## src/rtl/core_ctrl_pkg.sv

```systemverilog
// Shared definitions for the core controller: FSM state encoding, instruction
// word bit positions, the idle instruction word and common widths.
package core_ctrl_pkg;

   localparam int INST_W = 34;
   localparam int ADDR_W = 11;
   // Counters are one bit wider than an address so phase length plus gap fits.
   localparam int CNT_W  = 12;

   // Geometry of the 6x6 input image, 4x4 output image and 3x3 kernel.
   localparam int NIJ_ROW_W  = 6;
   localparam int ONIJ_ROW_W = 4;
   localparam int KIJ_ROW_W  = 3;

   typedef logic [ADDR_W-1:0] addr_t;

   typedef enum logic [3:0] {
      ST_IDLE,
      ST_W_L0,
      ST_W_LOAD,
      ST_X_L0,
      ST_EXEC,
      ST_DRAIN,
      ST_PSUM,
      ST_ACC,
      ST_FIN
   } state_e;

   // Instruction word bit positions.
   localparam int B_ACC      = 33;
   localparam int B_CEN_PMEM = 32;
   localparam int B_WEN_PMEM = 31;
   localparam int B_APMEM_HI = 30;
   localparam int B_APMEM_LO = 20;
   localparam int B_CEN_XMEM = 19;
   localparam int B_WEN_XMEM = 18;
   localparam int B_AXMEM_HI = 17;
   localparam int B_AXMEM_LO = 7;
   localparam int B_OFIFO_RD = 6;
   localparam int B_IFIFO_WR = 5;
   localparam int B_IFIFO_RD = 4;
   localparam int B_L0_RD    = 3;
   localparam int B_L0_WR    = 2;
   localparam int B_EXECUTE  = 1;
   localparam int B_LOAD     = 0;

   // Both memories deselected and write-disabled, every strobe low.
   localparam logic [INST_W-1:0] INST_IDLE = 34'h1_800C_0000;

endpackage

```

## src/rtl/core_ctrl_acc_addr.sv

```systemverilog
// Address generator for the accumulation sequence: walks every output pixel
// and, per pixel, every kernel tap, producing the partial-sum read address,
// the read strobe, the delayed accumulate strobe and an end-of-run flag.
// Only instantiated when CORE_CTRL_ACC_SEQ_EN is defined.
module core_ctrl_acc_addr
   import core_ctrl_pkg::*;
#(
   parameter int len_nij  = 36,
   parameter int len_kij  = 9,
   parameter int len_onij = 16
) (
   input  logic              clk,
   input  logic              reset,
   input  logic              en_i,
   output logic              rd_o,
   output logic              acc_o,
   output logic              last_o,
   output logic [ADDR_W-1:0] addr_o
);

   // A pixel slot is len_kij reads, one trailing accumulate and one idle cycle.
   localparam logic [CNT_W-1:0] STEP_LAST = CNT_W'(len_kij + 1);
   localparam logic [CNT_W-1:0] KIJ_N     = CNT_W'(len_kij);
   localparam logic [CNT_W-1:0] PIX_LAST  = CNT_W'(len_onij - 1);
   localparam logic [1:0]       KJ_LAST   = 2'(KIJ_ROW_W - 1);

   logic [CNT_W-1:0] step_q, step_d;
   logic [CNT_W-1:0] pix_q, pix_d;
   logic [CNT_W-1:0] ki_q, ki_d;
   logic [1:0]       kj_q, kj_d;

   // Next counter values: step within a pixel, kernel row/column, pixel index.
   always_comb begin
      step_d = step_q;
      pix_d  = pix_q;
      ki_d   = ki_q;
      kj_d   = kj_q;
      if (!en_i) begin
         step_d = '0;
         pix_d  = '0;
         ki_d   = '0;
         kj_d   = '0;
      end else if (step_q == STEP_LAST) begin
         step_d = '0;
         ki_d   = '0;
         kj_d   = '0;
         pix_d  = pix_q + 1'b1;
      end else begin
         step_d = step_q + 1'b1;
         if (kj_q == KJ_LAST) begin
            kj_d = '0;
            ki_d = ki_q + 1'b1;
         end else begin
            kj_d = kj_q + 1'b1;
         end
      end
   end

   // Counter registers.
   always_ff @(posedge clk) begin
      if (reset) begin
         step_q <= '0;
         pix_q  <= '0;
         ki_q   <= '0;
         kj_q   <= '0;
      end else begin
         step_q <= step_d;
         pix_q  <= pix_d;
         ki_q   <= ki_d;
         kj_q   <= kj_d;
      end
   end

   assign rd_o   = en_i && (step_q < KIJ_N);
   assign acc_o  = en_i && (step_q != '0) && (step_q <= KIJ_N);
   assign last_o = en_i && (step_q == STEP_LAST) && (pix_q == PIX_LAST);

   // Tap base plus the input pixel under the kernel tap; wraps modulo 2^11.
   assign addr_o = addr_t'(step_q) * addr_t'(len_nij)
                 + (addr_t'(pix_q / CNT_W'(ONIJ_ROW_W)) + addr_t'(ki_q)) * addr_t'(NIJ_ROW_W)
                 + addr_t'(pix_q % CNT_W'(ONIJ_ROW_W)) + addr_t'(kj_q);

endmodule

```

## src/rtl/core_ctrl.sv

```systemverilog
// Layer sequencer for the systolic core. For every kernel tap it loads
// weights into L0, pushes them into the array, streams the input pixels,
// executes, drains and writes the partial sums to pmem. The instruction word
// is registered, so it always describes the previous cycle's state.
// Optional macro CORE_CTRL_ACC_SEQ_EN adds the partial-sum accumulation pass
// (ACC state); without it the run ends after the last tap and acc stays 0.
module core_ctrl
   import core_ctrl_pkg::*;
#(
   parameter int row      = 8,
   parameter int col      = 8,
   parameter int len_nij  = 36,
   parameter int len_kij  = 9,
   parameter int len_onij = 16,
   parameter int gap      = 10
) (
   input  logic        clk,
   input  logic        reset,
   input  logic        start,
   input  logic        ofifo_valid,
   output logic [33:0] inst,
   output logic        busy,
   output logic        done,
   output logic [3:0]  kij_idx
);

   localparam logic [CNT_W-1:0] LEN_COL   = CNT_W'(col);
   localparam logic [CNT_W-1:0] LEN_NIJ   = CNT_W'(len_nij);
   localparam logic [CNT_W-1:0] LEN_DRAIN = CNT_W'(row + col);
   localparam logic [CNT_W-1:0] LEN_KIJ   = CNT_W'(len_kij);
   localparam logic [CNT_W-1:0] GAP_LAST  = CNT_W'((gap > 0) ? gap - 1 : 0);
   localparam logic             GAP_EN    = (gap > 0);

`ifdef CORE_CTRL_ACC_SEQ_EN
   localparam state_e AFTER_CONV = ST_ACC;
`else
   localparam state_e AFTER_CONV = ST_FIN;
`endif

   state_e           state_q, state_d;
   logic [CNT_W-1:0] cnt_q, cnt_d;
   logic             in_gap_q, in_gap_d;
   logic [CNT_W-1:0] kij_q, kij_d;
   logic [33:0]      inst_q, inst_d;

   logic [CNT_W-1:0] phase_len;
   logic             has_gap;
   logic             counted;
   logic             step;
   logic             leave;
   state_e           phase_next;

`ifdef CORE_CTRL_ACC_SEQ_EN
   logic              acc_rd;
   logic              acc_hi;
   logic              acc_last;
   logic [ADDR_W-1:0] acc_addr;

   core_ctrl_acc_addr #(
      .len_nij  (len_nij),
      .len_kij  (len_kij),
      .len_onij (len_onij)
   ) u_acc_addr (
      .clk    (clk),
      .reset  (reset),
      .en_i   (state_q == ST_ACC),
      .rd_o   (acc_rd),
      .acc_o  (acc_hi),
      .last_o (acc_last),
      .addr_o (acc_addr)
   );
`else
   // Output pixel count only matters to the accumulation pass.
   logic unused_cfg;
   assign unused_cfg = ^(CNT_W'(len_onij));
`endif

   // State, counters and the registered instruction word.
   always_ff @(posedge clk) begin
      if (reset) begin
         state_q  <= ST_IDLE;
         cnt_q    <= '0;
         in_gap_q <= 1'b0;
         kij_q    <= '0;
         inst_q   <= INST_IDLE;
      end else begin
         state_q  <= state_d;
         cnt_q    <= cnt_d;
         in_gap_q <= in_gap_d;
         kij_q    <= kij_d;
         inst_q   <= inst_d;
      end
   end

   // Next state: each counted phase runs its length, then optionally a gap.
   always_comb begin
      state_d    = state_q;
      cnt_d      = cnt_q;
      in_gap_d   = in_gap_q;
      kij_d      = kij_q;
      phase_len  = '0;
      has_gap    = 1'b0;
      counted    = 1'b0;
      step       = 1'b1;
      leave      = 1'b0;
      phase_next = state_q;

      case (state_q)
         ST_IDLE: begin
            if (start) begin
               state_d  = ST_W_L0;
               cnt_d    = '0;
               in_gap_d = 1'b0;
               kij_d    = '0;
            end
         end
         ST_W_L0: begin
            counted = 1'b1; phase_len = LEN_COL; has_gap = 1'b1; phase_next = ST_W_LOAD;
         end
         ST_W_LOAD: begin
            counted = 1'b1; phase_len = LEN_COL; has_gap = 1'b1; phase_next = ST_X_L0;
         end
         ST_X_L0: begin
            counted = 1'b1; phase_len = LEN_NIJ; has_gap = 1'b1; phase_next = ST_EXEC;
         end
         ST_EXEC: begin
            counted = 1'b1; phase_len = LEN_NIJ; phase_next = ST_DRAIN;
         end
         ST_DRAIN: begin
            counted = 1'b1; phase_len = LEN_DRAIN; phase_next = ST_PSUM;
         end
         ST_PSUM: begin
            // Writes only advance on a readable OFIFO row; the gap always counts.
            counted    = 1'b1;
            phase_len  = LEN_NIJ;
            has_gap    = 1'b1;
            step       = in_gap_q | ofifo_valid;
            phase_next = (kij_q + 1'b1 < LEN_KIJ) ? ST_W_L0 : AFTER_CONV;
         end
`ifdef CORE_CTRL_ACC_SEQ_EN
         ST_ACC: begin
            if (acc_last) state_d = ST_FIN;
         end
`endif
         ST_FIN: begin
            state_d = ST_IDLE;
            kij_d   = '0;
         end
         default: state_d = ST_IDLE;
      endcase

      if (counted && step) begin
         if (!in_gap_q) begin
            if (cnt_q == phase_len - 1'b1) begin
               cnt_d = '0;
               if (has_gap && GAP_EN) in_gap_d = 1'b1;
               else                   leave    = 1'b1;
            end else begin
               cnt_d = cnt_q + 1'b1;
            end
         end else if (cnt_q == GAP_LAST) begin
            cnt_d = '0;
            leave = 1'b1;
         end else begin
            cnt_d = cnt_q + 1'b1;
         end
      end

      if (leave) begin
         state_d  = phase_next;
         in_gap_d = 1'b0;
         if (state_q == ST_PSUM) kij_d = kij_q + 1'b1;
      end
   end

   // Instruction word for the current state; registered into inst_q above.
   always_comb begin
      inst_d = INST_IDLE;
      case (state_q)
         ST_W_L0: begin
            if (!in_gap_q) begin
               inst_d[B_CEN_XMEM] = 1'b0;
               inst_d[B_L0_WR]    = 1'b1;
               inst_d[B_AXMEM_HI:B_AXMEM_LO] = addr_t'(1024) + addr_t'(kij_q) * addr_t'(col)
                                             + addr_t'(cnt_q);
            end
         end
         ST_W_LOAD: begin
            if (!in_gap_q) begin
               inst_d[B_L0_RD] = 1'b1;
               inst_d[B_LOAD]  = 1'b1;
            end
         end
         ST_X_L0: begin
            if (!in_gap_q) begin
               inst_d[B_CEN_XMEM] = 1'b0;
               inst_d[B_L0_WR]    = 1'b1;
               inst_d[B_AXMEM_HI:B_AXMEM_LO] = addr_t'(cnt_q);
            end
         end
         ST_EXEC, ST_DRAIN: begin
            inst_d[B_L0_RD]   = 1'b1;
            inst_d[B_EXECUTE] = 1'b1;
         end
         ST_PSUM: begin
            if (!in_gap_q && ofifo_valid) begin
               inst_d[B_OFIFO_RD] = 1'b1;
               inst_d[B_CEN_PMEM] = 1'b0;
               inst_d[B_WEN_PMEM] = 1'b0;
               inst_d[B_APMEM_HI:B_APMEM_LO] = addr_t'(kij_q) * addr_t'(len_nij)
                                             + addr_t'(cnt_q);
            end
         end
`ifdef CORE_CTRL_ACC_SEQ_EN
         ST_ACC: begin
            if (acc_rd) begin
               inst_d[B_CEN_PMEM] = 1'b0;
               inst_d[B_APMEM_HI:B_APMEM_LO] = acc_addr;
            end
            if (acc_hi) inst_d[B_ACC] = 1'b1;
         end
`endif
         default: ;
      endcase
      // The IFIFO is not used by this sequence.
      inst_d[B_IFIFO_WR] = 1'b0;
      inst_d[B_IFIFO_RD] = 1'b0;
   end

   assign inst    = inst_q;
   assign busy    = (state_q != ST_IDLE);
   assign done    = (state_q == ST_FIN);
   assign kij_idx = kij_q[3:0];

endmodule

```

## config.mk

```make
export PLATFORM = sky130hd
export DESIGN_NAME = core_ctrl
export DESIGN_NICKNAME = d
export VERILOG_FILES = /design/src/rtl/core_ctrl_pkg.sv /design/src/rtl/core_ctrl_acc_addr.sv /design/src/rtl/core_ctrl.sv
export SDC_FILE = /design/constraint.sdc
export NUM_CORES = 1
export LEC_CHECK = 0
export CAP_MARGIN = 20
export CORE_ASPECT_RATIO = 1.25
export CORE_MARGIN = 5
export CORE_UTILIZATION = 35
export CTS_CLUSTER_SIZE = 16
export DETAILED_ROUTE_END_ITERATION = 6
export SLEW_MARGIN = 20
export SYNTH_ARGS = -nofsm -noshare
export SYNTH_HDL_FRONTEND = slang
export SYNTH_HIERARCHICAL = 1
export SYNTH_SLANG_ARGS = --single-unit
```

## constraint.sdc

```tcl
create_clock -name clk -period 7.7 [get_ports clk]
set_input_delay 0.77 -clock clk [delete_from_list [all_inputs] [get_ports clk]]
set_output_delay 0.77 -clock clk [all_outputs]
set_load 0.02 [all_outputs]
```

==> reports/qor.yml <==
status: "complete, no violations"
drt-total-wl_um: 8410
cp_cell_sequence: "nand4bb_1 -> and2_1 -> ha_1 -> o2111a_1 -> a2111o_1 -> or3_1 -> o21a_2 -> a41oi_1 -> a31oi_1"
cts-resized-gates: 0
seq_area_um2: 1160
first_global_vias: 2859
maxSlewViolCount: 0
critPathSlowestCell: "dfxtp_1"
dominantRegCellSynth: "dfxtp_1"
grt_max_degree: 33
cp-start-kind: "flop"
multiInputGateArea_um2: 2210
finalNonFillerCells: 589
synthArstFlopShare: 0
leakage_uw: 0.00172
r2r.worst_path.cells: 9
overflow: 0
critPathLaunch: "state_q[1]$_SDFFE_PP0P_"
synth_warnings: 6
hold_path.class: "flop to flop"
avgSynthCellArea_um2: 8.34
worstSetupPathType: "flop to flop"
dr_total_vias: 3058
synth_fa_ha_area_frac: 0.134
clock_skew_ns: 0.00686
port_buffers: 39
cts_buffer_depth: 2
die_y_um: 124
grt_pass1_wl_um: 13900
synthSimpleGateAreaFrac: 0.223
area_delta_synth_final_pct: 18.3
die_w_um: 101
ys_seq_area_frac: 0.320
fmax_ghz: 0.284
synth_top_family_by_area: "simple AND/OR/NAND/NOR gates"
cp_max_fo: 32
via_per_inst: 5.19
synth.cell_area_um2: 3630
root_buffer: "clkbuf_16"
postRouteAntennaNets: 0
r2r-end: "cnt_q[11]$_SDFFE_PP0P_"
wl_per_cell_um: 14.3
regToRegSetupSlack_ns: 4.18
clock_latency_ns: 0.33
numCtsBuffers: 9
crit_end: "cnt_q[11]$_SDFFE_PP0P_"
nets: 497
setup_tns_ns: 0
holdBufCountCts: 0
worst_pin_slew_ns: 1.04
io_pins: 44
maxCapViolations: 0
ir_drop_uv: 98.3
worstSetupPathDepth: 9
antenna_cells: 0
synth-xor-area-share: 0.0628
min_period_ns: 3.52
rsz0062_at_grt: "no"
path_clk_slew_ns: 0.05
dpl.hpwl_um: 6140
max_stage_delay_ns: 1.00
fin_crit_sh: 0.457
grt_util_all_layers: 0.142
cts_sinks: 58
finalSetupViolCount: 0
die_area_um2: 12500
htree_levels: 3
drcViolationCount: 0
dp_slack_ns: 4.22
nFillCells: 1029
synthMuxAreaShare: 0.00863
core_um2: 10100
dr.pass1.iters: 4
layout_common_cells: "58 x dfxtp_1, 39 x nor2_1, 39 x clkdlybuf4s50_1"
cp-end-kind: "flop"
hold_viol: 0
dp.cells: 574
power_density_nw_per_um2: 164
rr_startpoint: "state_q[1]$_SDFFE_PP0P_"
synth-compound-area-share: 0.178
antenna_found_initial: 0
yosys_register_bits: 58
place.gp.congestion: 0.839
setup_ws_ns: 4.18
post_cts_buffers: 0
syn_inst: 435
drive_above_1_share: 0.0543
worstPathArrival_ns: 3.72
final_common_cell: "dfxtp_1"
synthDistinctLibCells: 58
critPathRequiredTime_ns: 7.90
synth_edf_count: 0
rows: 41
start_util: 0.359
cts_tree: "yes"
path_buf_inv: 0
drt_iter0_markers: 81
cp_top_family: "compound AO/OA/AOI/OAI gates"
relSlewSlack: 0.307
-- cell usage after synthesis, drive strengths merged, types with 3 or more instances --
library cell,instances,share of area
dfxtp,58,0.32
nor2,39,0.040
ha,34,0.12
a21oi,33,0.049
inv,25,0.026
nand2,25,0.026
o21ai,20,0.028
clkbuf,16,0.017
buf,15,0.029
nand3,15,0.021
xnor2,15,0.036
a31oi,13,0.022
xor2,11,0.027
or3,10,0.017
and3,9,0.016
nand2b,9,0.016
nor3,9,0.012
and2,8,0.014
nor2b,7,0.012
a211oi,6,0.012
a21o,4,0.0083
nand4,4,0.0069
o211ai,4,0.0083
o31ai,4,0.0083
and4,3,0.0072
fa,3,0.017
o21bai,3,0.0062
or2,3,0.0052
-- worst reg2reg max path, stage by stage (launching register included) --
cell,delay [ns]
dfxtp_1,1.00
nand4bb_1,0.33
and2_1,0.27
ha_1,0.24
o2111a_1,0.13
a2111o_1,0.40
or3_1,0.38
o21a_2,0.35
a41oi_1,0.25
a31oi_1,0.05
-- flip-flops by register name, summed over array words and instances, names as in the netlist --
| signal | cells |
|---|---|
| kij_q | 12 |
| inst | 29 |
| cnt_q | 12 |
| in_gap_q | 1 |
| state_q | 4 |
-- worst min path at each step --
stage | cells after the start | slack, ns | start | end
floorplan | 1 | 0.45 | cnt_q[11]$_SDFFE_PP0P_ | cnt_q[11]$_SDFFE_PP0P_
global placement | 1 | 0.48 | cnt_q[11]$_SDFFE_PP0P_ | cnt_q[11]$_SDFFE_PP0P_
CTS | 1 | 0.48 | cnt_q[11]$_SDFFE_PP0P_ | cnt_q[11]$_SDFFE_PP0P_
global route | 1 | 0.53 | cnt_q[11]$_SDFFE_PP0P_ | cnt_q[11]$_SDFFE_PP0P_
detailed placement | 1 | 0.48 | cnt_q[11]$_SDFFE_PP0P_ | cnt_q[11]$_SDFFE_PP0P_
finish | 1 | 0.49 | cnt_q[11]$_SDFFE_PP0P_ | cnt_q[11]$_SDFFE_PP0P_
-- per-stage QoR --
step | util | instance area (um2) | total power, uW | hold slack, ns
after floorplan | - | 3630 | 340 | 0.448
after global placement | 0.398 | 4020 | 348 | 0.478
after detailed placement | 0.398 | 4020 | 348 | 0.480
after CTS | 0.425 | 4290 | 710 | 0.483
after global routing | 0.425 | 4290 | 724 | 0.531
final | 0.425 | 4290 | 703 | 0.489
-- kinds of logic after synthesis --
group | count (synthesis)
AOI/OAI and AO/OA | 100
xor gates and xnor gates | 26
adders and majority gates | 37
buffers and inverters | 56
DFF | 58
muxes | 3
other | 2
and+or+nand+nor | 153
-- power by group --
part | internal (uW) | leakage [uW] | switching, uW
Combinational | 13.0 | 0.00111 | 20.8
Sequential | 303 | 0.000468 | 4.97
Clock | 231 | 0.000138 | 129
-- layout make-up --
class / count / area share
clock inverters: 3 / 0.00350
flip-flops and latches: 58 / 0.271
multi-input cells: 323 / 0.516
repair buffers: 39 / 0.0910
inverters: 25 / 0.0219
clock buffers: 12 / 0.0598
well taps: 129 / 0.0376
-- per-layer routing --
layer | GRT usage | up-vias | part of all wire
li1 | - | 1569 | -
met1 | 0.179 | 1416 | 0.48
met2 | 0.230 | 63 | 0.46
met3 | 0.0207 | 10 | 0.042
met4 | 0.0806 | 0 | 0.020
met5 | 0 | - | 0
(Power assumes the default switching activity.)
